$ cat src/rtl/lc3_alu_seq.sv
// LC-3 operate-instruction sequencer (ADD/AND/NOT): IR latch, ALU controls, regfile strobes, NZP.
// Optional completed-op counter enabled by defining LC3_ALU_SEQ_PERF_EN.
module lc3_alu_seq #(
  parameter int EXEC_CYC = 1,
  parameter int CNT_W    = 16
) (
  input  logic             clk,
  input  logic             rst_n,
  input  logic [15:0]      ir,
  input  logic             ir_vld,
  output logic             ir_rdy,
  input  logic             flush,
  input  logic [15:0]      bus,
  output logic [1:0]       aluk,
  output logic [5:0]       ir_slice,
  output logic             gate_alu_en,
  output logic [2:0]       sr1_sel,
  output logic [2:0]       sr2_sel,
  output logic [2:0]       dr_sel,
  output logic             ld_reg,
  output logic             ld_cc,
  output logic [2:0]       nzp,
  output logic             done,
  output logic             illegal,
  output logic [CNT_W-1:0] op_cnt
);
  typedef enum logic [2:0] {IDLE, DECODE, EXEC, WB, ERR} state_t;

  localparam logic [1:0] CNT_INIT = 2'(EXEC_CYC - 1);

  state_t      state, state_d;
  logic [15:0] ir_q;
  logic [1:0]  cnt, cnt_d;
  logic [3:0]  opc;
  logic        legal, wb_fire;

  assign opc      = ir_q[15:12];
  assign legal    = (opc == 4'b0001) || (opc == 4'b0101) ||
                    ((opc == 4'b1001) && (ir_q[5:0] == 6'h3F));
  assign ir_slice = ir_q[5:0];
  assign sr1_sel  = ir_q[8:6];
  assign sr2_sel  = ir_q[2:0];
  assign dr_sel   = ir_q[11:9];
  assign wb_fire  = (state == WB) && !flush;

  always_comb begin
    aluk = 2'b00;
    if (state != IDLE) begin
      case (opc)
        4'b0101: aluk = 2'b01;
        4'b1001: aluk = 2'b10;
        default: aluk = 2'b00;
      endcase
    end
  end

  always_comb begin
    state_d     = state;
    cnt_d       = cnt;
    ir_rdy      = 1'b0;
    gate_alu_en = 1'b0;
    ld_reg      = 1'b0;
    ld_cc       = 1'b0;
    done        = 1'b0;
    illegal     = 1'b0;
    case (state)
      IDLE: begin
        ir_rdy = 1'b1;
        if (ir_vld) state_d = DECODE;
      end
      DECODE: begin
        if (legal) begin
          state_d = EXEC;
          cnt_d   = CNT_INIT;
        end else begin
          state_d = ERR;
        end
      end
      EXEC: begin
        gate_alu_en = 1'b1;
        if (cnt == 2'd0) state_d = WB;
        else             cnt_d   = cnt - 2'd1;
      end
      WB: begin
        gate_alu_en = 1'b1;
        ld_reg      = 1'b1;
        ld_cc       = 1'b1;
        done        = 1'b1;
        state_d     = IDLE;
      end
      ERR: begin
        illegal = 1'b1;
        state_d = IDLE;
      end
      default: state_d = IDLE;
    endcase
    // Abort wins over everything; writeback strobes of this cycle are squashed.
    if (flush) begin
      state_d = IDLE;
      ld_reg  = 1'b0;
      ld_cc   = 1'b0;
      done    = 1'b0;
    end
  end

  always_ff @(posedge clk or negedge rst_n) begin
    if (!rst_n) begin
      state <= IDLE;
      cnt   <= 2'd0;
      ir_q  <= 16'h0;
      nzp   <= 3'b010;
    end else begin
      state <= state_d;
      cnt   <= cnt_d;
      if (state == IDLE && ir_vld && !flush) ir_q <= ir;
      if (wb_fire) nzp <= {bus[15], bus == 16'h0, !bus[15] && bus != 16'h0};
    end
  end

`ifdef LC3_ALU_SEQ_PERF_EN
  always_ff @(posedge clk or negedge rst_n) begin
    if (!rst_n)       op_cnt <= '0;
    else if (wb_fire) op_cnt <= op_cnt + CNT_W'(1);
  end
`else
  assign op_cnt = '0;
`endif
endmodule

$ cat config.mk
export PLATFORM = sky130hd
export DESIGN_NAME = lc3_alu_seq
export DESIGN_NICKNAME = d
export VERILOG_FILES = /design/src/rtl/lc3_alu_seq.sv
export SDC_FILE = /design/constraint.sdc
export NUM_CORES = 1
export LEC_CHECK = 0
export ABC_CLOCK_PERIOD_IN_PS = 1500
export CORE_ASPECT_RATIO = 0.7
export CORE_MARGIN = 5
export CORE_UTILIZATION = 35
export DETAILED_ROUTE_END_ITERATION = 10
export GPL_TIMING_DRIVEN = 1
export PLACE_DENSITY = 0.86
export SETUP_SLACK_MARGIN = 0.3
export SYNTH_ARGS = -nofsm -noshare
export SYNTH_HDL_FRONTEND = slang
export SYNTH_SLANG_ARGS = --single-unit
$ cat constraint.sdc
create_clock -name clk -period 1.5 [get_ports clk]
set_input_delay 0.3 -clock clk [delete_from_list [all_inputs] [get_ports clk]]
set_output_delay 0.3 -clock clk [all_outputs]
set_load 0.01 [all_outputs]
==> flow_metrics.tcl, run 1 <==
set metrics [dict create \
    routed_wl_um 3820 \
    core_region_area_um2 3970 \
    finalClockSkew_ns 0.00387 \
    dieArea_um2 5550 \
    grt_antenna_before_repair 0 \
    final-hold-violation-count 0 \
    synth_top_cell_area_share_pct 39.7 \
    min-delay-path-class "in2async" \
    clkSlewWorstSetupHoldPaths_ns 0.09 \
    fill_cells 322 \
    final_layout_size_suffix_gt1_share_pct 52.5 \
    detailedPlace.worstSlack_ns -0.393 \
    grt_first_pass_wirelength_um 5490 \
    io_pins 78 \
    placementRows 19 \
    htreeDepth 1 \
    post-dp-hpwl_um 2550 \
    viasPerCell 4.52 \
    cts.sinks 24 \
    final_min_period_ns 1.59 \
    number_of_synthesized_flops_with_an_enable_pin 0 \
    numPortBuffers 61 \
    drc_errors 0 \
    cts_tree "yes" \
    synth_async_sr_flop_share_pct 100 \
    numCtsBuffers 3 \
    cp.required_ns 1.20 \
    swShare_pct 28.3 \
    synth_area_um2 1450 \
    startpoint "state[2]" \
    detail_route.wl_per_cell_um 15.0 \
    number_of_failing_setup_endpoints_in_the_final_timing_report 23 \
    layout_worst_path_cycle_share_pct 106 \
    grt_max_degree 25 \
    number_of_global_route_vias_before_repair 1178 \
    drt.antenna.violating_nets 0 \
    worst-setup-path-type "reg2out" \
    most_frequently_used_flop_master_after_synthesis "sky130_fd_sc_hd__dfrtp_1" \
    cp_data_arrival_time_ns 1.29 \
    post_synthesis_area_per_instance_um2 11.6 \
    timing.final.max_slew_violations 0 \
    failed_checks "setup timing" \
    worstSetupEndpointType "output port" \
    outcome "complete, but fails checks" \
    die-width_um 87.0 \
    grt_setup_unrepaired "true" \
    r2r-start "state[2]" \
    fraction_of_power_consumed_by_combinational_cells_pct 40.0 \
    flop_and_latch_count_out_of_synthesis 24 \
    antennaDiodeCount 0 \
    cellLeakagePower_nw 1.10 \
    grt_usage_pct 12.5 \
    p_switching_uw 677 \
    synthesis.yosys.warnings 0 \
    timing.final.ws_setup_ns -0.0904 \
    clkPwrFrac_pct 23.8 \
    synth_cells 125 \
    synth-seq-area-share_pct 41.5 \
    cell_internal_pwr_mw 1.71 \
    globalplace.congestion 0.702 \
    fin_nets 240 \
    vdd_drop_max_mv 0.634 \
    yosys.cell_types.count 33 \
    synth_most_common_cell "sky130_fd_sc_hd__buf_4" \
    p_seq_share_pct 36.3 \
    clk_root_buffer_cell "sky130_fd_sc_hd__clkbuf_8" \
    grt-ovfl-total 0 \
    pwr_density_cell_nw_per_um2 996 \
    drv_cap 0 \
    fin_tns_setup_ns -1.52 \
    source_to_sink_clock_delay_at_the_later_pin_of_the_worst_skew_pair_ns 0.27 \
    drtPass1Iterations 4 \
    buffer_levels_on_the_longest_clock_path 2 \
    synth_top_area_cell "sky130_fd_sc_hd__dfrtp_1" \
    timing.fmax_ghz 0.629 \
    dieHeight_um 63.9 \
    floorplan.initialDensity_pct 36.6 \
    cts.hold.buffers_added 0 \
    critical_path.startpoint_type "register" \
    detail_route.iter0.violations 43 \
    ranking_of_synthesized_cells_by_area "sky130_fd_sc_hd__dfrtp_1 (40%), sky130_fd_sc_hd__buf_4 (17%), sky130_fd_sc_hd__mux2_4 (10%), sky130_fd_sc_hd__mux2_2 (5.4%), sky130_fd_sc_hd__nor4_1 (2.2%)" \
    path_max_fanout 3 \
    synthTopCellsByCount "sky130_fd_sc_hd__buf_4 (33), sky130_fd_sc_hd__dfrtp_1 (23), sky130_fd_sc_hd__mux2_4 (10)" \
    num_vias 1147 \
    area.growth.synth_to_final_pct 65.2 \
]
-- cells in the final DEF (no fill, tap or decap), types with 5 or more instances in the layout --
cell and count:
sky130_fd_sc_hd__clkdlybuf4s50_1 35, sky130_fd_sc_hd__buf_6 26, sky130_fd_sc_hd__dfrtp_1 23, sky130_fd_sc_hd__conb_1 16
sky130_fd_sc_hd__buf_4 15, sky130_fd_sc_hd__buf_2 14, sky130_fd_sc_hd__mux2_4 11, sky130_fd_sc_hd__mux2_2 6
sky130_fd_sc_hd__nor4_1 5
-- layer usage --
metal	track usage (%)	part of all wire [%]	vias up	routed length (um)
met5	0	0	-	0
met4	3.11	0.34	0	13
met3	4.62	7.0	2	268
met2	20.3	52	39	1970
met1	15.7	41	560	1560
li1	-	-	546	-
-- kinds of logic after synthesis --
logic type,synth area share (%)
buffers and inverters,20.1
and+or+nand+nor,15.1
DFF,41.5
muxes,16.5
AOI/OAI and AO/OA,5.78
adders and majority gates,0.862
other,0.258
-- power by group through the flow --
stage                     Combinational [mW]  Sequential (mW)  Clock (mW)
after floorplan                        0.525            0.858           0
after global placement                 0.766            0.875           0
after detailed placement               0.781            0.881           0
after CTS                              0.857            0.865       0.589
after global routing                    1.02            0.882       0.616
final                                  0.955            0.866       0.567
-- flip-flops by register name (all words and copies together), names as in the netlist --
signal	cells
cnt	2
ir_q	16
nzp	3
state	3
-- timing repair --
item	in CTS	in global routing
endpoints found under the setup margin	47	42
buffers inserted	12	10
resized for setup	131	26
pin swaps	10	5
-- area by class of cell --
cell class / instances / area, um^2 / area share, %
timing repair buffer: 95 / 886 / 37.0
multi-input combinational: 76 / 759 / 31.7
sequential: 24 / 602 / 25.1
tap: 52 / 65.1 / 2.71
clock buffer: 3 / 41.3 / 1.72
clock inverter: 1 / 30.0 / 1.25
inverter: 3 / 13.8 / 0.574
-- worst paths after layout --
path | end | slack [ns] | depth (start not counted)
setup / recovery | aluk[1] | -0.09 | 4
hold / removal | state[0] | 0.39 | 2
setup reg to reg | ir_q[4] | -0.08 | 6
hold reg to reg | nzp[1] | 0.51 | 2
max in group asynchronous | nzp[1] | 0.83 | 2
min in group clk | nzp[1] | 0.51 | 2
-- stage by stage --
step	cell area [um^2]	power, mW	util (%)	hold slack [ns]	instances
detailed placement	2020	1.66	50.9	0.496	228
CTS	2260	2.31	57.0	0.402	244
global placement	2020	1.64	50.9	0.467	228
finish	2400	2.39	60.4	0.390	254
floorplan	1520	1.38	-	0.00441	140
global route	2400	2.52	60.4	0.426	254
-- worst max-delay path, cell delays in order, from the launching register on --
cell                       delay (ns)
sky130_fd_sc_hd__dfrtp_1         0.45
sky130_fd_sc_hd__nor3_4          0.23
sky130_fd_sc_hd__nand2b_4        0.17
sky130_fd_sc_hd__nor3b_2         0.04
sky130_fd_sc_hd__buf_2           0.14
(Power assumes the default switching activity.)
==> run 2: changes to the inputs <==
--- a/config.mk
+++ b/config.mk
@@ -6,6 +6,7 @@
 export NUM_CORES = 1
 export LEC_CHECK = 0
 export ABC_CLOCK_PERIOD_IN_PS = 1500
+export CAP_MARGIN = 25
 export CORE_ASPECT_RATIO = 0.7
 export CORE_MARGIN = 5
 export CORE_UTILIZATION = 35
@@ -13,6 +14,7 @@
 export GPL_TIMING_DRIVEN = 1
 export PLACE_DENSITY = 0.86
 export SETUP_SLACK_MARGIN = 0.3
+export SLEW_MARGIN = 20
 export SYNTH_ARGS = -nofsm -noshare
 export SYNTH_HDL_FRONTEND = slang
 export SYNTH_SLANG_ARGS = --single-unit
==> results of run 2 <==
No change in the layout: final DEF, timing and power equal those of run 1.
==> run 3: changes to the inputs <==
--- a/config.mk
+++ b/config.mk
@@ -13,7 +13,6 @@
 export DETAILED_ROUTE_END_ITERATION = 10
 export GPL_TIMING_DRIVEN = 1
 export PLACE_DENSITY = 0.86
-export SETUP_SLACK_MARGIN = 0.3
 export SLEW_MARGIN = 20
 export SYNTH_ARGS = -nofsm -noshare
 export SYNTH_HDL_FRONTEND = slang
==> run 3 against run 2 <==
- the run still ends with setup timing left
- first-iteration DRC count unchanged
- sequential share of layout area grew 2.0 points
- register-to-register slack improved by 0.05 ns
- combinational power decreased by 14%
- sequential power about the same
- global-route usage up 0.12 points
- highest routed layer is now met3
==> flow_metrics.tcl, run 3 (synthesized netlist as in run 1, its figures left out) <==
set metrics [dict create \
    number_of_failing_setup_endpoints_in_the_final_timing_report 20 \
    failed_checks "setup timing" \
    clk_root_buffer_cell "sky130_fd_sc_hd__clkbuf_8" \
    top_regs "ir_q x16, nzp x3, state x3" \
    buffer_levels_on_the_longest_clock_path 2 \
    layout.cells.most_common "sky130_fd_sc_hd__clkdlybuf4s50_1" \
    min-delay-path-class "in2async" \
    cellLeakagePower_nw 1.08 \
    fin_nets 226 \
    antennaDiodeCount 0 \
    finalClockSkew_ns 0.00168 \
    area.growth.synth_to_final_pct 52.9 \
    cp_data_arrival_time_ns 1.28 \
    number_of_global_route_vias_before_repair 1075 \
    timing.final.max_slew_violations 0 \
    outcome "complete, but fails checks" \
    fill_cells 358 \
    r2r-start "state[0]" \
    detail_route.iter0.violations 43 \
    dieHeight_um 63.9 \
    layout_worst_path_cycle_share_pct 105 \
    post-dp-hpwl_um 2700 \
    timing.rr.end "ir_q[13]" \
    drt.antenna.violating_nets 0 \
    routed_wl_um 3630 \
    drtPass1Iterations 4 \
    viasPerCell 4.40 \
    layout.cells.most_common_list "sky130_fd_sc_hd__clkdlybuf4s50_1 (36), sky130_fd_sc_hd__dfrtp_1 (23), sky130_fd_sc_hd__conb_1 (16)" \
    grt-ovfl-total 0 \
    cts_tree "yes" \
    placementRows 19 \
    critical_path.startpoint_type "register" \
    final_layout_size_suffix_gt1_share_pct 34.0 \
    io_pins 78 \
    worstSetupEndpointType "output port" \
    worst_r2r_path_depth 5 \
    max_flop_register "ir_q" \
    path_max_fanout 2 \
    detailedPlace.worstSlack_ns -0.413 \
    grt_first_pass_wirelength_um 5550 \
    clkSlewWorstSetupHoldPaths_ns 0.09 \
    grt_setup_unrepaired "true" \
    dieArea_um2 5550 \
    final-hold-violation-count 0 \
    timing.fmax_ghz 0.633 \
    r2r_setup_slack_ns -0.03 \
    vdd_drop_max_mv 0.539 \
    final_min_period_ns 1.58 \
    final_util_pct 55.9 \
    cts.sinks 24 \
    timing.final.ws_setup_ns -0.0800 \
    cts.hold.buffers_added 0 \
    htreeDepth 1 \
    numCtsBuffers 3 \
    drv_cap 0 \
    die-width_um 87.0 \
    drc_errors 0 \
    source_to_sink_clock_delay_at_the_later_pin_of_the_worst_skew_pair_ns 0.26 \
    grt_max_degree 25 \
    core_region_area_um2 3970 \
    pwr_density_cell_nw_per_um2 1020 \
    numPortBuffers 61 \
    globalplace.congestion 0.800 \
    worst-setup-path-type "reg2out" \
    cp.required_ns 1.20 \
    num_vias 1056 \
    largest_register_ff_count 16 \
    floorplan.initialDensity_pct 36.6 \
    grt_usage_pct 12.6 \
    grt_antenna_before_repair 0 \
    detail_route.wl_per_cell_um 15.1 \
]
-- run 3: cell count changes in the layout (fill, tap and decap cells not counted), sizes merged --
cell,previous run,this run
dlygate4sd2,0,11
clkdlybuf4s50,35,36
buf,58,26
dlymetal6s2s,0,6
-- run 3: power breakdown --
part | leakage, nW | internal (mW) | switching, mW
logic | 0.748 | 0.505 | 0.317
clock network | 0.0357 | 0.357 | 0.211
registers | 0.294 | 0.773 | 0.0911
-- run 3: through the flow --
stage,hold slack [ns],instances,area (um^2),setup TNS [ns],power [mW]
after floorplan,0.00441,140,1510,0,1.37
after global placement,0.469,229,2000,-5.22,1.65
after detailed placement,0.469,229,2000,-5.62,1.67
after CTS,0.386,237,2120,-0.188,2.24
after global routing,0.403,240,2220,-1.52,2.38
final,0.384,240,2220,-0.321,2.25
-- run 3: worst max path at each step --
stage,from,to,slack (ns),cells after the start
after floorplan,state[0],ir_q[10],0.004,5
after global placement,flush,done,-0.39,4
after detailed placement,flush,done,-0.41,4
after CTS,state[2],aluk[1],-0.09,4
after global routing,ir_q[13],aluk[0],-0.14,4
final,state[0],aluk[0],-0.08,4
-- run 3: area by class of cell --
class / instances / area [um^2] / share of cell area [%]
Tap cell: 52 / 65.1 / 2.93
Inverter: 3 / 11.3 / 0.507
Clock inverter: 1 / 30.0 / 1.35
Multi-Input combinational cell: 76 / 678 / 30.6
Timing Repair Buffer: 81 / 792 / 35.7
Sequential cell: 24 / 602 / 27.1
Clock buffer: 3 / 41.3 / 1.86
-- run 3: critical path, stage by stage, from the launching register on --
cell and delay [ns]:
sky130_fd_sc_hd__dfrtp_1 0.43, sky130_fd_sc_hd__nor3_4 0.24, sky130_fd_sc_hd__nand2b_4 0.17, sky130_fd_sc_hd__nor3b_1 0.05
sky130_fd_sc_hd__buf_2 0.13
-- run 3: per-layer routing --
layer | track usage, % | vias to the layer above | wire (um)
met5 | 0 | - | 0
met4 | 1.17 | 0 | 0
met3 | 3.47 | 0 | 211
met2 | 22.1 | 33 | 1990
met1 | 16.0 | 505 | 1430
li1 | - | 518 | -
-- run 3: what timing repair did --
item | 4_1_cts | 5_1_grt
endpoints found under the setup margin | 36 | 32
gates cloned | 0 | 1
resized for setup | 54 | 16
pin swaps | 5 | 3
buffers inserted | 4 | 3
